`src/rtl/seg7_pkg.sv`:
```
// seg7_pkg: shared FSM state type, hex-to-segment table and anode constant for the seg7 scanner.
package seg7_pkg;
  typedef enum logic {BLANK = 1'b0, SHOW = 1'b1} state_e;
  localparam logic [3:0] ANODE_OFF = 4'b1111;
  localparam logic [6:0] HEX_SEG [16] = '{
    7'b0111111, 7'b0000110, 7'b1011011, 7'b1001111,
    7'b1100110, 7'b1101101, 7'b1111101, 7'b0000111,
    7'b1111111, 7'b1101111, 7'b1110111, 7'b1111100,
    7'b0111001, 7'b1011110, 7'b1111001, 7'b1110001
  };
endpackage

```
`src/rtl/seg7_scan_ctrl_if.sv`:
```
// seg7_scan_ctrl_if: value load strobe, enables and scanned display outputs of seg7_scan_ctrl.
interface seg7_scan_ctrl_if;
  logic [15:0] val;
  logic        load;
  logic [3:0]  dp_in;
  logic [3:0]  en;
  logic [3:0]  an;
  logic [6:0]  seg;
  logic        dp;
  logic        upd;
  modport master (output val, load, dp_in, en, input an, seg, dp, upd);
  modport slave (input val, load, dp_in, en, output an, seg, dp, upd);
endinterface

```
`src/rtl/seg7_hex_dec.sv`:
```
// seg7_hex_dec: combinational 4-bit nibble to {g,f,e,d,c,b,a} segment decoder.
module seg7_hex_dec
  import seg7_pkg::*;
(
  input  logic [3:0] nib_i,
  output logic [6:0] seg_o
);
  assign seg_o = HEX_SEG[nib_i];
endmodule

```
`src/rtl/seg7_scan_ctrl.sv`:
```
// seg7_scan_ctrl: 4-digit multiplexed 7-segment scanner with frame-synchronous, tear-free value updates.
// Define SEG7_LZB_EN to blank leading zeros on digits 3..1.
module seg7_scan_ctrl
  import seg7_pkg::*;
#(
  parameter int REFRESH_DIV = 100000,
  parameter int BLANK_CYC   = 16
) (
  input logic clk,
  input logic rst,
  seg7_scan_ctrl_if.slave bus
);
  localparam int MX = REFRESH_DIV > BLANK_CYC ? REFRESH_DIV : BLANK_CYC;
  localparam int CW = $clog2(MX + 1);
  state_e state_q, state_d;
  logic [1:0] dix_q, dix_d;
  logic [CW-1:0] cnt_q, cnt_d;
  logic [15:0] disp_q, disp_d, pend_q, pend_d;
  logic [3:0] dpd_q, dpd_d, pdp_q, pdp_d;
  logic pv_q, pv_d;
  logic [3:0] an_q, an_d;
  logic [6:0] seg_q, seg_d, dec;
  logic dp_q, dp_d, upd_q, upd_d;
  logic last, bnd, lit;
  logic [3:0] dark;
  // Outputs are registered from next-state values so they line up with the state they describe.
  seg7_hex_dec u_dec (.nib_i(disp_q[{dix_d, 2'b00} +: 4]), .seg_o(dec));
  always_comb begin
    last    = state_q == SHOW ? cnt_q == CW'(REFRESH_DIV - 1) : cnt_q == CW'(BLANK_CYC - 1);
    bnd     = last && state_q == SHOW && dix_q == 2'd3;
    state_d = last ? (state_q == SHOW ? BLANK : SHOW) : state_q;
    dix_d   = last && state_q == SHOW ? dix_q + 2'd1 : dix_q;
    cnt_d   = last ? '0 : cnt_q + 1'b1;
    pend_d  = bus.load ? bus.val : pend_q;
    pdp_d   = bus.load ? bus.dp_in : pdp_q;
    pv_d    = !bnd && (bus.load || pv_q);
    disp_d  = bnd ? (bus.load ? bus.val : (pv_q ? pend_q : disp_q)) : disp_q;
    dpd_d   = bnd ? (bus.load ? bus.dp_in : (pv_q ? pdp_q : dpd_q)) : dpd_q;
    upd_d   = bnd && (bus.load || pv_q);
`ifdef SEG7_LZB_EN
    dark[3] = disp_q[15:12] == 4'h0;
    dark[2] = dark[3] && disp_q[11:8] == 4'h0;
    dark[1] = dark[2] && disp_q[7:4] == 4'h0;
    dark[0] = 1'b0;
`else
    dark    = '0;
`endif
    lit     = state_d == SHOW && bus.en[dix_d] && !dark[dix_d];
    an_d    = lit ? ~(4'b0001 << dix_d) : ANODE_OFF;
    seg_d   = lit ? dec : '0;
    dp_d    = lit && dpd_q[dix_d];
  end
  always_ff @(posedge clk) begin
    if (rst) begin
      state_q <= BLANK;
      dix_q   <= '0;
      cnt_q   <= '0;
      disp_q  <= '0;
      dpd_q   <= '0;
      pend_q  <= '0;
      pdp_q   <= '0;
      pv_q    <= 1'b0;
      an_q    <= ANODE_OFF;
      seg_q   <= '0;
      dp_q    <= 1'b0;
      upd_q   <= 1'b0;
    end else begin
      state_q <= state_d;
      dix_q   <= dix_d;
      cnt_q   <= cnt_d;
      disp_q  <= disp_d;
      dpd_q   <= dpd_d;
      pend_q  <= pend_d;
      pdp_q   <= pdp_d;
      pv_q    <= pv_d;
      an_q    <= an_d;
      seg_q   <= seg_d;
      dp_q    <= dp_d;
      upd_q   <= upd_d;
    end
  end
  assign bus.an  = an_q;
  assign bus.seg = seg_q;
  assign bus.dp  = dp_q;
  assign bus.upd = upd_q;
endmodule
```
`src/flat_wrapper.sv`:
```
// flat-port wrapper written by rule: the top's interface ports become plain ports
module seg7_scan_ctrl_flat import seg7_pkg::*;
#(
  parameter int REFRESH_DIV = 100000,
  parameter int BLANK_CYC   = 16
)
  (clk, rst, bus_val, bus_load, bus_dp_in, bus_en, bus_an, bus_seg, bus_dp, bus_upd);
  seg7_scan_ctrl_if bus_i ();
  input logic clk;
  input logic rst;
  input wire logic [$bits(bus_i.val)-1:0] bus_val;
  input wire logic [$bits(bus_i.load)-1:0] bus_load;
  input wire logic [$bits(bus_i.dp_in)-1:0] bus_dp_in;
  input wire logic [$bits(bus_i.en)-1:0] bus_en;
  output wire logic [$bits(bus_i.an)-1:0] bus_an;
  output wire logic [$bits(bus_i.seg)-1:0] bus_seg;
  output wire logic [$bits(bus_i.dp)-1:0] bus_dp;
  output wire logic [$bits(bus_i.upd)-1:0] bus_upd;
  assign bus_i.val = bus_val;
  assign bus_i.load = bus_load;
  assign bus_i.dp_in = bus_dp_in;
  assign bus_i.en = bus_en;
  assign bus_an = bus_i.an;
  assign bus_seg = bus_i.seg;
  assign bus_dp = bus_i.dp;
  assign bus_upd = bus_i.upd;
  seg7_scan_ctrl #(.REFRESH_DIV(REFRESH_DIV), .BLANK_CYC(BLANK_CYC)) u_core (.clk(clk), .rst(rst), .bus(bus_i));
endmodule
```
`config.mk`:
```
export PLATFORM = sky130hd
export DESIGN_NAME = seg7_scan_ctrl_flat
export DESIGN_NICKNAME = d
export VERILOG_FILES = /design/src/rtl/seg7_pkg.sv /design/src/rtl/seg7_scan_ctrl_if.sv /design/src/rtl/seg7_hex_dec.sv /design/src/rtl/seg7_scan_ctrl.sv /design/src/flat_wrapper.sv
export SDC_FILE = /design/constraint.sdc
export NUM_CORES = 1
export LEC_CHECK = 0
export CAP_MARGIN = 30
export CORE_UTILIZATION = 55
export CTS_CLUSTER_SIZE = 14
export DETAILED_ROUTE_END_ITERATION = 12
export PLACE_DENSITY = 0.79
export SYNTH_ARGS = -nofsm -noshare
export SYNTH_HDL_FRONTEND = slang
export SYNTH_HIERARCHICAL = 1
export SYNTH_SLANG_ARGS = --single-unit
```
`constraint.sdc`:
```
create_clock -name clk -period 4 [get_ports clk]
set_input_delay 0.8 -clock clk [delete_from_list [all_inputs] [get_ports clk]]
set_output_delay 0.8 -clock clk [all_outputs]
set_load 0.01 [all_outputs]
```
Word level (Yosys, flattened, before mapping). Memory sizes are Yosys's and may differ from the RTL's. A register that Yosys moved wholly into a read port is not among the register bits. Index checks and enable logic that the tools add are counted.

Bits in read-only memories: 112. Memories: 1. Output and inout bits: 13. Input port bits: 27. Logic and storage cells: 51. Flip-flop bits (word level): 67.

Shift-type cells: 2. Mux-type cells: 14. $add $sub $neg: 2. Reduce and logical (&&, ||, !) cells: 14. Bitwise operators: 3. Magnitude comparators: 1. Eq/ne operators: 3.

Memories: (name not given) (words 16, width 7, rd ports 1, clocked after Yosys merged registers in 1, wr ports 0, line seg7_hex_dec.sv:8) `assign seg_o = HEX_SEG[nib_i];`.

Operator list (number): 2-to-1 mux 16 bit (2); adder 17 x 1 -> 17 bit, second input constant (1); equality test 17 bit, second input constant (1); equality test 17 x 4 -> 1 bit, second input constant (1); variable part select 16 x 5 -> 4 bit (1); 2-to-1 mux 4 bit (2); logical AND 1 bit (7); binary-select mux 1 bit (select 2 bit) (3); 2-to-1 mux 1 bit (6); NOT 4 -> 5 bit (1); NOT 4 bit (1); OR reduction 2 bit (2); << shifter 1 x 2 -> 4 bit, first input constant (1); < comparator 2 x 3 -> 1 bit, second input constant (1); adder 2 x 1 -> 2 bit, second input constant (1); equality test 2 bit, second input constant (1); zero test 1 bit (2); 2-to-1 mux 2 bit (1); AND reduction 2 bit (1); nonzero test 2 bit (1); logical OR 1 bit (1); NOT 1 bit (1).

Depth between registers and ports, before layout. Gate-level depths: netlist of the first run.

Word-level depth: 10. Gate-level depth with buffers: 16. Mapped depth without buffers: 12.

Cells and area by module. Netlist of the first run, hierarchy kept.

By module, submodules not included: seg7_scan_ctrl (seq. area each 1481.4 um2, times used 1, cells each 283, area an instance 2905.3 um2); seg7_hex_dec (seq. area each 0.0 um2, times used 1, cells each 33, area an instance 287.8 um2).

Worst setup path after synthesis of the first run. OpenSTA, ideal clock, no wires.

Kind: register -> register. From: reg u_core.cnt_q[0]. To: reg u_core.seg_q[3], in the netlist u_core/bus.seg[3]. Data required time: 3885 ps. Slack: 426 ps. Cell stages (with the launch flop): 16. Path buffers: 3. Setup time: 115 ps. Period minus slack after synthesis: 3574 ps. Arrival time: 3459 ps. Cell sequence: dfxtp_1 ha_1 and3_1 buf_4 nand3_1 a21oi_2 buf_4 ha_1 buf_6 mux2_4 mux4_2 inv_1 ha_1 inv_1 mux4_1 and2_1.

Longest elaborated chain between the ends: 10. Elaborated cells on any way between the ends: 17. Those cells by class: eq/ne: 2; shift: 1; mux: 7; bitwise: 2; reduce/logical: 5.

RTL lines: from (decl) (line seg7_scan_ctrl.sv:17) `logic [CW-1:0] cnt_q, cnt_d;`; from (signal assigned) (line seg7_scan_ctrl.sv:70) `cnt_q <= cnt_d;`; equality test 17 x 4 -> 1 bit / equality test 17 bit (equally long branches) (line seg7_scan_ctrl.sv:29) `last = state_q == SHOW ? cnt_q == CW'(REFRESH_DIV - 1) : cnt_q == CW'(BLANK_CYC - 1);`; 2-to-1 mux 1 bit * (line seg7_scan_ctrl.sv:29); logical AND 1 bit (line seg7_scan_ctrl.sv:32) `dix_d = last && state_q == SHOW ? dix_q + 2'd1 : dix_q;`; 2-to-1 mux 2 bit (line seg7_scan_ctrl.sv:32); binary-select mux 1 bit (select 2 bit) (line seg7_scan_ctrl.sv:48) `lit = state_d == SHOW && bus.en[dix_d] && !dark[dix_d];`; 2-to-1 mux 1 bit (implied by the code) (line seg7_scan_ctrl.sv:48); logical AND 1 bit / zero test 1 bit (equally long branches) (line seg7_scan_ctrl.sv:48); logical AND 1 bit (line seg7_scan_ctrl.sv:48); NOT 1 bit (no line); OR reduction 2 bit (no line); to (decl) (line seg7_scan_ctrl.sv:22) `logic [6:0] seg_q, seg_d, dec;`.

Mark *: on every way between the ends. The rest lies on a longest branch, timed or not. The select of a mux whose other input is x is not followed. A chain may end at the register's enable or synchronous reset.

Worst setup path after layout of the first run. Same ends and word-level chain as after synthesis.

==> impl_summary.txt, run 1 <==
----------------------------------------------------
[Yosys]
  Top-area cell type share of the netlist area ... 0.464
  Leading area contributor after synthesis ... sky130_fd_sc_hd__dfxtp_1
  Cell types with the largest area share after synthesis ... sky130_fd_sc_hd__dfxtp_1, sky130_fd_sc_hd__mux2i_1, sky130_fd_sc_hd__nor2_1, sky130_fd_sc_hd__a211oi_1, sky130_fd_sc_hd__ha_1
  Adder and majority cell fraction of the synthesized area ... 0.0392
  Sequential element share of the synthesized area ... 0.464
  Number of synthesized register bits ... 74
  Simple-gate portion of the synthesized area ... 0.187
  Number of cells produced by synthesis ... 316
  Syn Nets ... 353
  Post-synthesis mux area share ... 0.140
  Mapped Area ... 3190 sq um
  Area fraction in compound gates after synthesis ... 0.0745
  Fraction of registers with async set/reset ... 0
  Number of distinct library cells after synthesis ... 41
  Average cell area after synthesis ... 10.1 sq um
  Synth Warn # ... 6
  Post-Synth XOR/XNOR Area ... 0.0411
  Dominant synthesized flop cell ... sky130_fd_sc_hd__dfxtp_1
  Largest family of logic cells by synthesized area ... simple AND/OR/NAND/NOR gates
  EDFF count, synth ... 0

[Critical path]
  Launching element type of the critical path ... flop
  Crit Path Max Fanout ... 7
  Critical Path Start ... u_core/cnt_q[0]
  List of cells traversed by the critical path ... ha_1 -> and3_1 -> nand3_1 -> a21oi_2 -> ha_1 -> mux2_4 -> mux4_2 -> inv_1 -> ha_1 -> inv_1 -> mux4_1 -> and2_1
  Category of the most critical setup path ... flop to flop
  Most frequent cell on the critical path ... sky130_fd_sc_hd__ha_1
  Cell count of the worst reg-to-reg path ... 12
  Capturing element type of the critical path ... flop
  Required time reported for the critical path endpoint ... 4.25 ns
  Crit-path max cell delay ... 0.51 ns
  Data arrival time of the worst path ... about 3.8 ns
  R2R Path End ... u_core/bus.seg[3]
  Cell with the biggest individual delay on the critical path ... sky130_fd_sc_hd__mux4_2
  End point of the critical path ... u_core/bus.seg[3]
  R2R Setup Slk ... 0.47 ns
  FF-to-FF Start ... u_core/cnt_q[0]

[Pwr]
  Total power density per cell area ... 394 nW/um^2
  Static power due to leakage ... 1.40 nW
  Total power of the final layout ... 1.50 mW
  Max rail drop VDD ... between 0.0003 and 0.0004 V

[Floorplan]
  Starting density of the core ... 0.576
  Core region area ... around 5500 sq um
  Number of top-level design ports ... 40
  # rows ... 27
  Area of the die ... 6110 sq um
  Height of the chip ... 78.2 microns
  Die span in x ... 78.2 microns

[Placement]
  Post-Place Cells ... 408
  Detail Placement HPWL ... 4.04 mm
  Weighted congestion reported at the end of routability-driven placement ... just under 0.9
  Worst slack at placement ... 0.473 ns
  Input/output buffers ... 39
  Standard cell area after detailed placement ... 3560 sq um

[CTS]
  Clock transition time at the flip-flop clock pins of the worst setup and hold paths ... 0.08 ns
  Worst-skew pair later-pin latency ... 0.35 ns
  Number of buffers added for setup after CTS ... 0
  Number of clock sinks seen by CTS ... 74
  Hold buffer count at cts ... 0
  H-tree depth reported by CTS ... 3
  Cell at the root of the clock tree ... sky130_fd_sc_hd__clkbuf_8
  Cells resized by post-CTS repair ... 0
  CTS tree ... built
  Clock buffer count from CTS ... 9
  Clock tree buffer depth ... 2

[Layout]
  Most frequent standard cell in the layout excluding fill and tap cells ... sky130_fd_sc_hd__dfxtp_1
  Area of all placed cells without fillers ... 3790 sq um
  Total inserted antenna cells ... 0
  Post-route core utilization ... 0.685
  Final cell count without fillers ... 424
  Commonest cells after routing, fill and taps aside ... sky130_fd_sc_hd__dfxtp_1, sky130_fd_sc_hd__nor2_1, sky130_fd_sc_hd__clkdlybuf4s50_1
  Number of nets in the final layout ... between 300 and 400
  Area grow syn2layout ... 18.8%
  Fraction of layout instances using a drive strength above 1 ... 0.102

[GRT]
  Congestion Overflow GR ... 0
  Wire length of the first global-routing pass ... 9.98 mm
  Total routing usage reported by global routing ... 0.214
  Number of antenna violations at the first check in global routing ... 0
  Vias in the first global route ... 2199
  Maximum number of pins on one net before global-route repair ... 62

[Drt]
  Number of iterations in the first detailed-routing pass ... 4
  Detail-routed via count per cell ... 5.42
  Number of design rule violations left after detail routing ... 0
  Via count ... 2299
  Final routed wirelength across all metal layers ... 5.86 mm
  Post-route ant nets ... 0
  Initial DRC count ... a little under 90
  Mean routed wirelength per cell ... 13.8 microns

[Hold path]
  Hold Crit Class ... flop to flop

[Timing]
  Period Utilization, post-route ... 0.883
  Setup violators final ... 0
  Hold violation total from the final report ... 0
  TNS Setup ... 0 ns
  Worst slack on hold paths ... 0.486 ns
  Setup repair after global routing missed its margin ... false
  Pins Over Slew Limit ... 0
  Crit path time final ... approximately 3.5 ns
  Maximum clock rate ... 0.283 GHz
  Least setup slack across all paths after layout ... 0.468 ns
  Clock Skew ... 0.00777 ns
  Normalized max-slew margin ... 0.533
  Actual transition at the worst max-transition pin ... 0.700 ns

[Run]
  # Max-Cap Violations ... 0

[Run status]
  Status ... finished clean

----------------------------------------------------
## critical path, delay by kind of cell, from the launching register on
kind	cells	cell delay [ns]
AO/OA/AOI/OAI	1	0.14
adder cells (fa/ha/maj)	3	0.80
buffers and inverters	2	0.20
AND/OR/NAND/NOR	3	0.56
multiplexers	3	1.38
flip-flops	1	0.37
## synthesized netlist by cell type, types with 2 or more instances
cell / n
sky130_fd_sc_hd__mux4_2: 5
sky130_fd_sc_hd__nor3_1: 21
sky130_fd_sc_hd__ha_1: 10
sky130_fd_sc_hd__clkbuf_8: 2
sky130_fd_sc_hd__nor2_1: 46
sky130_fd_sc_hd__buf_2: 5
sky130_fd_sc_hd__nor4_1: 3
sky130_fd_sc_hd__buf_4: 3
sky130_fd_sc_hd__and3_1: 3
sky130_fd_sc_hd__buf_6: 3
sky130_fd_sc_hd__nor2b_1: 2
sky130_fd_sc_hd__nand2_1: 8
sky130_fd_sc_hd__mux2i_1: 26
sky130_fd_sc_hd__and4_1: 3
sky130_fd_sc_hd__clkbuf_1: 11
sky130_fd_sc_hd__a21oi_1: 3
sky130_fd_sc_hd__a211oi_1: 20
sky130_fd_sc_hd__inv_1: 6
sky130_fd_sc_hd__nor3b_1: 2
sky130_fd_sc_hd__and2_1: 9
sky130_fd_sc_hd__nand3_1: 7
sky130_fd_sc_hd__mux2_2: 3
sky130_fd_sc_hd__dfxtp_1: 74
sky130_fd_sc_hd__nand4_1: 10
sky130_fd_sc_hd__nand2b_1: 2
sky130_fd_sc_hd__xor2_1: 9
sky130_fd_sc_hd__xnor2_1: 6
## power breakdown
group	internal (mW)	switching (mW)	total, mW
Combinational	0.0389	0.0328	0.0716
Sequential	0.751	0.00549	0.757
Clock	0.388	0.280	0.668
Total	1.18	0.318	1.50
## state kept, by name (all words and copies together) (netlist names)
register,count
u_core/pdp_q,4
u_core/bus.upd,1
u_core/bus.an,4
u_core/pend_q,16
u_core/state_q,1
u_core/bus.seg,7
u_core/bus.dp,1
u_core/disp_q,16
u_core/dix_q,2
u_core/pv_q,1
u_core/dpd_q,4
u_core/cnt_q,17
## how the worst min path moves through the flow
stage                       from                 to  slack (ns)  cells past startpoint
2_1_floorplan    u_core/cnt_q[0]    u_core/cnt_q[0]        0.44                      1
3_3_place_gp     u_core/cnt_q[0]    u_core/cnt_q[0]        0.46                      1
3_5_place_dp     u_core/cnt_q[0]    u_core/cnt_q[0]        0.48                      1
4_1_cts          u_core/cnt_q[0]    u_core/cnt_q[0]        0.49                      1
5_1_grt        u_core/pend_q[11]  u_core/pend_q[11]        0.52                      2
6_report         u_core/cnt_q[0]    u_core/cnt_q[0]        0.49                      1
## cells by family (layout without fill, tap and decap cells)
| kind of cell | after synthesis | count (layout) |
|---|---|---|
| buffers and inverters | 30 | 66 |
| multiplexers | 36 | 36 |
| XOR/XNOR | 15 | 15 |
| AO/OA/AOI/OAI | 31 | 31 |
| adder cells (fa/ha/maj) | 10 | 10 |
| flip-flops | 74 | 74 |
| AND/OR/NAND/NOR | 120 | 120 |
## final cells by class
type | instances | area [sq um]
fill | 448 | 1750
multi-input combinational | 212 | 1540
sequential | 74 | 1480
timing repair buffer | 44 | 423
clock buffer | 11 | 151
tap | 72 | 90.1
clock inverter | 5 | 85.1
inverter | 6 | 22.5
## per-layer routing
layer,track usage,share of wire,vias up
li1,-,-,1182
met2,0.357,0.49,42
met4,0.0667,0.012,0
met1,0.256,0.46,1066
met3,0.0779,0.042,9
met5,0,0,-
No activity file was read; power rests on OpenSTA's default activity.
==> run 2: changes to the inputs <==
Settings changed: CORE_UTILIZATION 55 to 36, PLACE_DENSITY 0.79 to default.
==> impl_summary.txt, run 2 (synthesized netlist as in run 1, its figures left out) <==
----------------------------------------------------
[CTS]
  Clock buffer count from CTS ... 9
  Worst-skew pair later-pin latency ... 0.34 ns
  Clock transition time at the flip-flop clock pins of the worst setup and hold paths ... 0.07 ns
  H-tree depth reported by CTS ... 3
  Cell at the root of the clock tree ... sky130_fd_sc_hd__clkbuf_8
  Number of buffers added for setup after CTS ... 0
  Number of clock sinks seen by CTS ... 74
  Cells resized by post-CTS repair ... 0
  Hold buffer count at cts ... 0
  Clock tree buffer depth ... 2
  CTS tree ... built

[Timing]
  Worst slack on hold paths ... roughly 0.48 ns
  Setup repair after global routing missed its margin ... false
  Setup violators final ... 0
  Period Utilization, post-route ... 0.895
  Normalized max-slew margin ... 0.502
  Maximum clock rate ... 0.279 GHz
  Pins Over Slew Limit ... 0
  Least setup slack across all paths after layout ... 0.421 ns
  Hold violation total from the final report ... 0
  Crit path time final ... 3.58 ns
  Clock Skew ... 0.00976 ns
  TNS Setup ... 0 ns
  Actual transition at the worst max-transition pin ... 0.747 ns

[Floorplan]
  # rows ... 33
  Number of top-level design ports ... 40
  Starting density of the core ... 0.381
  Die span in x ... ~96 microns
  Height of the chip ... a little under 100 microns
  Core region area ... around 8400 sq um
  Area of the die ... 9250 sq um

[GRT]
  Total routing usage reported by global routing ... 0.148
  Congestion Overflow GR ... 0
  Global routing usage on met3 ... 0.0403
  Wire length of the first global-routing pass ... 10.3 mm
  Most congested layer reported by global routing ... met2
  Global routing met2 resource utilization ... 0.245
  Met1 Resource Use GR ... 0.182
  Vias in the first global route ... 2165
  Number of antenna violations at the first check in global routing ... 0
  Maximum number of pins on one net before global-route repair ... 62

[Critical path]
  Capturing element type of the critical path ... flop
  Cell count of the worst reg-to-reg path ... 12
  Required time reported for the critical path endpoint ... approximately 4.2 ns
  Category of the most critical setup path ... flop to flop
  Most frequent cell on the critical path ... sky130_fd_sc_hd__ha_1
  Launching element type of the critical path ... flop
  R2R Path End ... u_core/bus.seg[3]
  FF-to-FF Start ... u_core/cnt_q[0]
  Crit-path max cell delay ... around 0.5 ns
  R2R Setup Slk ... roughly 0.42 ns
  List of cells traversed by the critical path ... ha_1 -> and3_1 -> nand3_1 -> a21oi_2 -> ha_1 -> mux2_4 -> mux4_2 -> inv_1 -> ha_1 -> inv_1 -> mux4_1 -> and2_1
  Critical Path Start ... u_core/cnt_q[0]
  Cell with the biggest individual delay on the critical path ... sky130_fd_sc_hd__mux4_2
  Crit Path Max Fanout ... 7
  Data arrival time of the worst path ... 3.82 ns

[Layout]
  Area of all placed cells without fillers ... 3840 sq um
  Area grow syn2layout ... 20.2%
  Commonest cells after routing, fill and taps aside ... sky130_fd_sc_hd__dfxtp_1, sky130_fd_sc_hd__nor2_1, sky130_fd_sc_hd__clkdlybuf4s50_1
  Largest register by flop count ... u_core/cnt_q
  Most frequent standard cell in the layout excluding fill and tap cells ... sky130_fd_sc_hd__dfxtp_1
  Final cell count without fillers ... 457
  Area occupied by multi-input gates ... 1540 sq um
  Total inserted antenna cells ... 0
  Number of flip-flops in the largest register ... 17
  Largest registers ... u_core/cnt_q x17, u_core/disp_q x16, u_core/pend_q x16
  Fill count ... 813
  Area occupied by registers ... 1480 sq um
  Post-route core utilization ... 0.458
  Fraction of layout instances using a drive strength above 1 ... 0.102
  Number of nets in the final layout ... 384

[Hold path]
  Number of instances on the worst hold path ... 1
  Hold Crit Class ... flop to flop
  Startpoint of the lowest-slack hold path ... u_core/cnt_q[0]
  Min-Delay Endpoint ... u_core/cnt_q[0]

[Run status]
  Status ... finished clean

[Pwr]
  Flop pwr share ... 0.507
  Share of total power consumed by net switching ... 0.202
  Static power due to leakage ... 1.40 nW
  Clock share of power ... 0.445
  Total power of the final layout ... ~1.5 mW
  Combinational power share ... 0.049
  Max rail drop VDD ... 0.000219 V
  Total power density per cell area ... approximately 390 nW/um^2
  Switching power ... between 300 and 400 uW
  Internal power summed over all cells ... 1.19 mW

[Placement]
  Input/output buffers ... 39
  Detail Placement HPWL ... about 4.3 mm
  Worst slack at placement ... around 0.42 ns
  Standard cell area after detailed placement ... 3600 sq um
  Post-Place Cells ... 441
  Weighted congestion reported at the end of routability-driven placement ... 0.816

[Drt]
  Detail-routed via count per cell ... 4.98
  Number of design rule violations left after detail routing ... 0
  Number of iterations in the first detailed-routing pass ... 4
  Post-route ant nets ... 0
  Via count ... 2276
  Mean routed wirelength per cell ... between 10 and 15 microns
  Final routed wirelength across all metal layers ... 6.06 mm
  Initial DRC count ... between 80 and 90

[Run]
  # Max-Cap Violations ... 0

----------------------------------------------------
==> run 2: cell count changes in the layout (fill, tap and decap cells not counted), sizes merged <==
| cell | delta |
|---|---|
| clkbuf | +1 |
| inv | -1 |
==> run 2: worst max-delay path, delay by kind of cell, from the launching register on <==
family | cells | cell delay [ns]
buf+inv | 2 | 0.20
fa+ha+maj | 3 | 0.80
simple gates | 3 | 0.60
mux | 3 | 1.37
compound gates | 1 | 0.15
flops | 1 | 0.37
==> run 2: area by class of cell <==
class                   count  share of cell area
multi-input cells         212               0.402
inverters                   6             0.00587
clock inverters             4              0.0189
flip-flops and latches     74               0.386
well taps                 105              0.0342
repair buffers             44               0.110
clock buffers              12              0.0430
==> run 2: worst max path at each step <==
stage,endpoint,cells past startpoint
6_report,u_core/bus.seg[3],12
3_5_place_dp,u_core/bus.seg[3],12
5_1_grt,u_core/bus.seg[3],12
4_1_cts,u_core/bus.seg[3],12
2_1_floorplan,u_core/bus.seg[3],15
3_3_place_gp,u_core/bus.seg[3],12
==> run 2: power groups by stage <==
stage                     registers, mW  clock network [mW]  logic [mW]
final                             0.757               0.664      0.0730
after global routing              0.758               0.720      0.0802
after CTS                         0.756               0.685      0.0744
after detailed placement          0.773                   0      0.0742
after global placement            0.773                   0      0.0733
after floorplan                   0.772                   0      0.0398
==> run 2: layer usage <==
metal  vias to the layer above  part of all wire
li1                       1182                 -
met5                         -                 0
met4                         0             0.015
met3                         7             0.029
met2                        33              0.49
met1                      1054              0.47
